`src/rtl/fsk_frame_rx_pkg.sv`:
```
// Shared definitions for the FSK frame receiver: parser/serializer state
// encoding and the default frame start byte.
package fsk_frame_rx_pkg;

  typedef enum logic [2:0] {
    ST_IDLE    = 3'd0,
    ST_LEN     = 3'd1,
    ST_PAYLOAD = 3'd2,
    ST_CSUM    = 3'd3,
    ST_SEND    = 3'd4
  } state_e;

  localparam logic [7:0] SYNC_DEFAULT = 8'hA5;

endpackage : fsk_frame_rx_pkg

```
`src/rtl/fsk_frame_rx_frame_buf.sv`:
```
// Payload buffer: simple dual-port 8 x 2^ADDR_W RAM, synchronous write,
// registered read.
//   clk   in   clock
//   we    in   write enable
//   waddr in   write address
//   wdata in   write byte
//   raddr in   read address (sampled on clk)
//   rdata out  registered read byte
module fsk_frame_rx_frame_buf #(
  parameter int unsigned ADDR_W = 4
) (
  input  logic              clk,
  input  logic              we,
  input  logic [ADDR_W-1:0] waddr,
  input  logic [7:0]        wdata,
  input  logic [ADDR_W-1:0] raddr,
  output logic [7:0]        rdata
);

  localparam int unsigned DEPTH = 2 ** ADDR_W;

  logic [7:0] mem [DEPTH];

  // Storage array carries no reset; contents are always written before read.
  always_ff @(posedge clk) begin
    if (we) mem[waddr] <= wdata;
    rdata <= mem[raddr];
  end

endmodule : fsk_frame_rx_frame_buf

```
`src/rtl/fsk_frame_rx.sv`:
```
// Framed-packet receiver between the UART RX FIFO and the FSK modulator.
// Parses SYNC, LEN, PAYLOAD[LEN], CSUM; buffers the payload, verifies the XOR
// checksum and streams good payloads MSB-first over a valid/ready handshake.
//   clk, reset           clock, async active-high reset
//   rx_empty, r_data     RX FIFO empty flag and head byte
//   rd_uart              combinational FIFO pop strobe
//   bit_out, bit_valid   payload bit stream to modulator
//   bit_ready            modulator accept
//   busy                 not idle
//   frame_done           pulse after last bit of a good frame
//   frame_err            pulse on a dropped frame
module fsk_frame_rx
  import fsk_frame_rx_pkg::*;
#(
  parameter logic [7:0]  SYNC    = SYNC_DEFAULT,
  parameter int unsigned MAX_LEN = 16,
  parameter int unsigned ADDR_W  = 4,
  parameter int unsigned TIMEOUT = 50000,
  parameter int unsigned TO_BIT  = 16
) (
  input  logic       clk,
  input  logic       reset,
  input  logic       rx_empty,
  input  logic [7:0] r_data,
  output logic       rd_uart,
  output logic       bit_out,
  output logic       bit_valid,
  input  logic       bit_ready,
  output logic       busy,
  output logic       frame_done,
  output logic       frame_err
);

  localparam int unsigned IDX_W = ADDR_W + 1;

  state_e            state_q, state_d;
  logic [7:0]        len_q, len_d;
  logic [7:0]        csum_q, csum_d;
  logic [IDX_W-1:0]  wr_idx_q, wr_idx_d;
  logic [IDX_W-1:0]  rd_idx_q, rd_idx_d;
  logic [2:0]        bit_idx_q, bit_idx_d;
  logic [TO_BIT-1:0] to_cnt_q, to_cnt_d;
  logic              done_d, err_d;
  logic              we;
  logic [7:0]        rdata;
  logic              accept;

  // Pop whenever data is present, except while serializing.
  assign rd_uart = ~rx_empty & (state_q != ST_SEND);
  assign accept  = bit_valid & bit_ready;
  // Gated so bit_out is 0 outside SEND, where the RAM output is don't-care.
  assign bit_out = bit_valid & rdata[bit_idx_q];

  // Read address follows the next rd_idx so rdata is current on every SEND cycle.
  fsk_frame_rx_frame_buf #(.ADDR_W(ADDR_W)) u_frame_buf (
    .clk   (clk),
    .we    (we),
    .waddr (wr_idx_q[ADDR_W-1:0]),
    .wdata (r_data),
    .raddr (rd_idx_d[ADDR_W-1:0]),
    .rdata (rdata)
  );

  // State and output registers.
  always_ff @(posedge clk or posedge reset) begin
    if (reset) begin
      state_q    <= ST_IDLE;
      len_q      <= '0;
      csum_q     <= '0;
      wr_idx_q   <= '0;
      rd_idx_q   <= '0;
      bit_idx_q  <= '0;
      to_cnt_q   <= '0;
      bit_valid  <= 1'b0;
      busy       <= 1'b0;
      frame_done <= 1'b0;
      frame_err  <= 1'b0;
    end else begin
      state_q    <= state_d;
      len_q      <= len_d;
      csum_q     <= csum_d;
      wr_idx_q   <= wr_idx_d;
      rd_idx_q   <= rd_idx_d;
      bit_idx_q  <= bit_idx_d;
      to_cnt_q   <= to_cnt_d;
      bit_valid  <= (state_d == ST_SEND);
      busy       <= (state_d != ST_IDLE);
      frame_done <= done_d;
      frame_err  <= err_d;
    end
  end

  // Parser / serializer next-state logic.
  always_comb begin
    state_d   = state_q;
    len_d     = len_q;
    csum_d    = csum_q;
    wr_idx_d  = wr_idx_q;
    rd_idx_d  = rd_idx_q;
    bit_idx_d = bit_idx_q;
    to_cnt_d  = to_cnt_q;
    done_d    = 1'b0;
    err_d     = 1'b0;
    we        = 1'b0;

    case (state_q)
      ST_IDLE: begin
        to_cnt_d = '0;
        if (rd_uart && (r_data == SYNC)) state_d = ST_LEN;
      end

      ST_LEN, ST_PAYLOAD, ST_CSUM: begin
        if (rd_uart) begin
          to_cnt_d = '0;
          if (state_q == ST_LEN) begin
            len_d  = r_data;
            csum_d = r_data;
            if ((r_data == 8'd0) || (r_data > 8'(MAX_LEN))) begin
              err_d   = 1'b1;
              state_d = ST_IDLE;
            end else begin
              wr_idx_d = '0;
              state_d  = ST_PAYLOAD;
            end
          end else if (state_q == ST_PAYLOAD) begin
            we       = 1'b1;
            csum_d   = csum_q ^ r_data;
            wr_idx_d = wr_idx_q + IDX_W'(1);
            if ((wr_idx_q + IDX_W'(1)) == IDX_W'(len_q)) state_d = ST_CSUM;
          end else begin
            if (r_data == csum_q) begin
              rd_idx_d  = '0;
              bit_idx_d = 3'd7;
              state_d   = ST_SEND;
            end else begin
              err_d   = 1'b1;
              state_d = ST_IDLE;
            end
          end
        end else if (to_cnt_q == TO_BIT'(TIMEOUT - 2)) begin
          // This edge would bring the count to TIMEOUT-1: abandon the frame.
          to_cnt_d = '0;
          err_d    = 1'b1;
          state_d  = ST_IDLE;
        end else begin
          to_cnt_d = to_cnt_q + TO_BIT'(1);
        end
      end

      ST_SEND: begin
        to_cnt_d = '0;
        if (accept) begin
          bit_idx_d = bit_idx_q - 3'd1;
          if (bit_idx_q == 3'd0) begin
            rd_idx_d = rd_idx_q + IDX_W'(1);
            if ((rd_idx_q + IDX_W'(1)) == IDX_W'(len_q)) begin
              done_d  = 1'b1;
              state_d = ST_IDLE;
            end
          end
        end
      end

      default: state_d = ST_IDLE;
    endcase
  end

endmodule : fsk_frame_rx

```
`config.mk`:
```
export PLATFORM = sky130hd
export DESIGN_NAME = fsk_frame_rx
export DESIGN_NICKNAME = d
export VERILOG_FILES = /design/src/rtl/fsk_frame_rx_pkg.sv /design/src/rtl/fsk_frame_rx_frame_buf.sv /design/src/rtl/fsk_frame_rx.sv
export SDC_FILE = /design/constraint.sdc
export NUM_CORES = 1
export LEC_CHECK = 0
export CAP_MARGIN = 30
export CORE_MARGIN = 1.5
export CORE_UTILIZATION = 62
export CTS_BUF_LIST = sky130_fd_sc_hd__clkbuf_4 sky130_fd_sc_hd__clkbuf_8 sky130_fd_sc_hd__clkbuf_16
export CTS_CLUSTER_SIZE = 14
export DETAILED_ROUTE_END_ITERATION = 6
export PLACE_DENSITY = 0.82
export SETUP_SLACK_MARGIN = 0.3
export SLEW_MARGIN = 10
export SYNTH_ARGS = -nofsm -noshare
export SYNTH_HDL_FRONTEND = slang
export SYNTH_SLANG_ARGS = --single-unit
```
`constraint.sdc`:
```
create_clock -name clk -period 3.15 [get_ports clk]
set_clock_uncertainty 0.15 [all_clocks]
set_input_delay 0.63 -clock clk [delete_from_list [all_inputs] [get_ports clk]]
set_output_delay 0.63 -clock clk [all_outputs]
set_load 0.02 [all_outputs]
```
Yosys cells after proc, flatten, opt, wreduce, memory -nomap -nowiden
Memories as Yosys holds them, arrays and structs flattened. A register that Yosys moved wholly into a read port is not among the register bits.
Index checks and enable logic that the tools add are counted.
{ "op_classes": {"n_mux": 52, "n_reduce_logical": 16, "eq_ne": 18, "addsub": 4, "n_lt_le_gt_ge": 2, "bitwise": 5} }
{ "op_table": {"columns": ["operator", "count"], "rows": [
  ["$mux W3", 15],
  ["$mux W5", 9],
  ["$mux W16", 2],
  ["$pmux W16 S2", 1],
  ["$mux W1", 18],
  ["$add A16 B1 Y16 const B", 1],
  ["$eq A16 B16 Y1 const B", 1],
  ["$mux W8", 2],
  ["$ne A2 B2 Y1 const B", 7],
  ["$add A5 B1 Y5 const B", 2],
  ["$eq A5 B5 Y1", 2],
  ["$pmux W5 S2", 1],
  ["$pmux W3 S3", 1],
  ["$eq A8 B8 Y1", 1],
  ["$eq A8 B8 Y1 const B", 1],
  ["$gt A8 B5 Y1 const B", 1],
  ["$logic_not A8 Y1", 1],
  ["$xor A8 B8 Y8", 1],
  ["$reduce_and A7 Y1", 1],
  ["$eq A3 B2 Y1 const B", 2],
  ["$eq A3 B3 Y1 const B", 2],
  ["$logic_not A3 Y1", 2],
  ["$pmux W3 S2", 1],
  ["$reduce_and A3 Y1", 2],
  ["16 further kinds", 20]
]} }
{ "word_totals": {"n_memories": 1, "inputBits": 12, "ramBits": 128, "register_bits": 49, "output_inout_bits": 6, "wordCells": 110} }
{ "mem_list": {"columns": ["memory", "words", "word_bits", "rd", "rd_clocked_by_memory_dff", "wr", "line_no", "rtl"], "rows": [
  ["u_frame_buf.mem", 16, 8, 1, 1, 1, "fsk_frame_rx_frame_buf.sv:22", "logic [7:0] mem [DEPTH];"]
]} }

Depth between registers and ports, before layout
{ "depth": {"depth_word": 8, "ltp_mapped": 12, "ltp_nobuf": 10} }

By module
A second synthesis with hierarchy kept.
{ "unflattened": {"cells_unflattened": 591, "hier_area_um2": 8245.4} }
{ "by_module_without_submodules": {"columns": ["module", "seq_area_each_um2", "n_inst", "cells_per_inst", "area_per_inst_um2"], "rows": [
  ["fsk_frame_rx_frame_buf", 4003.8, 1, 229, 5147.4],
  ["fsk_frame_rx", 1226.2, 1, 362, 3098.0]
]} }

Worst setup path before layout
No wires, ideal clock.
{ "synth_path": {"kind": "input-to-reg", "start": "input r_data[4]", "end": "register u_frame_buf.rdata[4], read port of u_frame_buf.mem", "n_path_buf": 3, "arrival_ns": 2.436, "stages": 9, "required_ns": 2.873, "slack_ns": 0.437, "path_cell_list": "buf_2 > xor2_1 > nor4_1 > and3_1 > buf_4 > clkbuf_1 > o211ai_1 > a221oi_1 > a31oi_1"} }
{ "synth_between": {"elab_chain_len": 6} }
{ "synth_rtl": {"columns": ["item", "line_no", "rtl"], "rows": [
  ["start: declaration", "fsk_frame_rx.sv:24", "input logic [7:0] r_data,"],
  ["$eq A8 B8 Y1", "fsk_frame_rx.sv:131", "if (r_data == csum_q) begin"],
  ["$mux W5", "fsk_frame_rx.sv:131", null],
  ["$mux W5", "fsk_frame_rx.sv:125", "end else if (state_q == ST_PAYLOAD) begin"],
  ["$mux W5", "fsk_frame_rx.sv:115", "if (state_q == ST_LEN) begin"],
  ["$mux W5", "fsk_frame_rx.sv:113", "if (rd_uart) begin"],
  ["$pmux W5 S2", "fsk_frame_rx.sv:106", "case (state_q)"],
  ["end: declaration", "fsk_frame_rx_frame_buf.sv:17", "output logic [7:0] rdata"]
]} }
No other way between the ends. The select of a mux whose other input is x is not followed.
A chain may end at the register's enable or synchronous reset.

Worst setup path in the final report
{ "layout_path": {"start": "register bit_idx_q[0]", "end": "register u_frame_buf.rdata[1], read port of u_frame_buf.mem"} }
{ "layout_between": {"elab_chain_len": 4} }
{ "layout_rtl": {"columns": ["item", "line_no", "rtl"], "rows": [
  ["start: declaration", "fsk_frame_rx.sv:41", "logic [2:0] bit_idx_q, bit_idx_d;"],
  ["start signal: assignment", "fsk_frame_rx.sv:84", "bit_idx_q <= bit_idx_d;"],
  ["$logic_not A3 Y1", "fsk_frame_rx.sv:154", "if (bit_idx_q == 3'd0) begin"],
  ["$mux W5", "fsk_frame_rx.sv:154", null],
  ["$mux W5", "fsk_frame_rx.sv:152", "if (accept) begin"],
  ["$pmux W5 S2", "fsk_frame_rx.sv:106", null]
]} }
No other way between the ends. The select of a mux whose other input is x is not followed.

==> flow_summary.ini <==
[run_status]
status = completed

[floorplanning]
coreArea_um2 = 12800
initial_core_util = 0.644
die_x_um = 118
rows = 41
io_pins = 18
die_h_um = 118
die-area_um2 = 14000

[sta]
hold_violations = 0
fmax_ghz = 0.353
rsz0062_at_grt = yes
period_share = 0.899
finalSetupViolCount = 0
fin_tns_setup_ns = 0
min_period_ns = 2.83
slew_violations = 0
relSlewSlack = 0.529
worst_slew_pin_slew_ns = 0.704

[yosys]
synth_area_per_cell_um2 = 12.0
ys_seq_area_frac = 0.635
synth_cells = 687
syn-cell-area_um2 = 8230
ys_warn_count = 0
synth_mux_area_frac = 0.0416
synth_compound_gate_area_share = 0.111
yosysTopAreaCellShare = 0.467
ys_types = 53
synth_common_cells = edfxtp_1, nand2_1, o21ai_0, dfrtp_1, a31oi_1
ys.flop_type = edfxtp_1
synth_xor_area_frac = 0.0351
yosys.area.top_type = edfxtp_1
synth_async_sr_flop_share = 0.265
synth_edf_count = 128
synth_top_family_by_area = simple AND/OR/NAND/NOR gates
synth_nets = 708
yosysMostFrequentCell = edfxtp_1
synth_adder_area_share = 0.0137
synth_area_leaders = edfxtp_1, dfrtp_1, nand2_1, o21ai_0, mux2_2
ys_ff_latch = 185
synthSimpleGateAreaFrac = 0.136

[routing]
wire_per_inst_um = 21.6
viasPerCell = 6.42
drt_iter0_drc = 844
drc_errors = 0
vias = 5955
final_antenna_net_count = 0
finalWirelength_um = 20100
first_pass_iters = 5

[finish]
stdcell_area_um2 = 9700
drive_gt1_frac = 0.187
diodes = 0
area_growth_syn_to_layout_pct = 17.8
final_util = 0.759
nets = 764
fillerInstances = 708

[pwr]
power_density_nw_per_um2 = 744
power_switching_mw = 2.28
power.leakage_nw = 3.61
p_int_mw = 4.94
combPwrFrac = 0.320
peakVddDrop_mv = 0.377
p_clk_frac = 0.287
swShare = 0.316
p_seq_frac = 0.393
power_mw = 7.22

[clock_tree]
cts_max_level = 4
cts_buffers = 17
cts_buffer_depth = 2
cts_root_buffer = clkbuf_16
clk_pin_slew_worst_paths_ns = 0.06
postCtsHoldBufs = 0
clkSinkCount = 185
insertion_delay_ns = 0.43
cts_tree = done

[placement]
dp_hpwl_um = 13000
io_buffers = 17
routabilityCongestion = 0.869
place_area_um2 = 8880

[setup_path]
crit_slowest_cell = dfrtp_2
required_ns = 3.35
cp-start-kind = flop
critical_path_class = reg2reg
worst-path-max-fanout = 18
cp-end-kind = flop
path_cells = inv_1 -> ha_1 -> nand4b_1 -> o21ai_0 -> and2_4 -> buf_4 -> buf_6 -> nand2_1 -> a31oi_1 -> o21ai_0 -> a31oi_1
critical_path.top_delay_family = compound AO/OA/AOI/OAI gates
cp.buffers_inverters = 3
cp_data_arrival_time_ns = 3.03
max_stage_delay_ns = 0.47

[run]
max_cap_violations = 0

[global_route]
grt_pass1_wl_um = 30800
grt_pass1_vias = 5865
antenna_found_initial = 0
grt_usage = 0.291
overflow = 0
grt_max_degree = 45

[min_path]
min_path_type = reg2reg
## state kept, by name, indices dropped and copies added, names as in the netlist
name / count
frame_err: 1
busy: 1
len_q: 5
u_frame_buf.rdata: 8
u_frame_buf.mem: 128
rd_idx_q: 5
csum_q: 8
frame_done: 1
wr_idx_q: 5
bit_idx_q: 3
state_q: 3
to_cnt_q: 16
bit_valid: 1
## final timing paths
path / startpoint / to / slack (ns) / cells past startpoint
min: to_cnt_q[15] / to_cnt_q[15] / 0.33 / 1
max in group asynchronous: reset / csum_q[7] / 1.82 / 3
min reg2reg: to_cnt_q[15] / to_cnt_q[15] / 0.33 / 1
max reg2reg: bit_idx_q[0] / u_frame_buf.rdata[1] / 0.32 / 11
max: bit_idx_q[0] / u_frame_buf.rdata[1] / 0.32 / 11
min in group asynchronous: reset / bit_valid / 0.47 / 2
## cell usage in the layout (no fill, tap or decap), types with 14 or more instances in the layout
master	netlist	final
clkdlybuf4s50_1	0	15
nor2_1	29	29
buf_4	3	47
o211ai_1	14	14
clkbuf_16	0	18
and3_1	15	14
xor2_1	25	24
edfxtp_1	128	128
o21ai_0	57	55
a21oi_1	23	23
a31oi_1	32	25
nand3_1	27	26
nand2_1	99	99
mux2_2	22	22
dfrtp_1	49	47
## cell families (layout without fill, tap and decap cells)
| family | Yosys count | after routing |
|---|---|---|
| XOR/XNOR | 33 | 33 |
| multiplexers | 29 | 29 |
| buffers and inverters | 50 | 118 |
| flip-flops | 185 | 185 |
| AO/OA/AOI/OAI | 150 | 150 |
| AND/OR/NAND/NOR | 231 | 232 |
| adder cells (fa/ha/maj) | 9 | 9 |
## stage by stage
| step | hold slack (ns) | worst slack, ns | instances |
|---|---|---|---|
| 3_5_place_dp | 0.314 | -0.356 | 887 |
| 3_3_place_gp | 0.304 | -0.325 | 887 |
| 2_1_floorplan | 0.287 | 0.437 | 687 |
| 6_report | 0.331 | 0.317 | 928 |
| 5_1_grt | 0.367 | 0.228 | 928 |
| 4_1_cts | 0.330 | 0.311 | 920 |
## layer usage
layer | share of wire | up-vias | routed length (um) | track usage
li1 | - | 2666 | - | -
met1 | 0.38 | 2903 | 7660 | 0.368
met2 | 0.50 | 330 | 9940 | 0.479
met3 | 0.088 | 56 | 1780 | 0.0560
met4 | 0.035 | 0 | 700 | 0.152
met5 | 0 | - | 0 | 0
## power by group through the flow
stage	sequential, mW	clock (mW)	combinational [mW]
detailed placement	2.88	0	2.00
finish	2.84	2.07	2.31
CTS	2.83	2.07	2.09
floorplan	2.85	0	1.25
global route	2.84	2.17	2.46
global placement	2.87	0	1.92
## timing repair
action / in CTS / in global routing
endpoints found under the setup margin: 9 / 8
cloned: 1 / 1
pin swaps: 2 / 6
hold endpoints to repair: 0 / 0
gates resized for setup: 13 / 21
buffers inserted: 0 / 7
## cell type report
cell class / instances / area (um2) / share of cell area
tap: 172 / 215 / 0.0222
sequential: 185 / 5230 / 0.539
inverter: 11 / 43.8 / 0.00451
multi-input combinational: 453 / 2910 / 0.300
clock buffer: 27 / 500 / 0.0516
clock inverter: 5 / 73.8 / 0.00761
timing repair buffer: 75 / 719 / 0.0742
No activity file was read; power rests on OpenSTA's default activity.
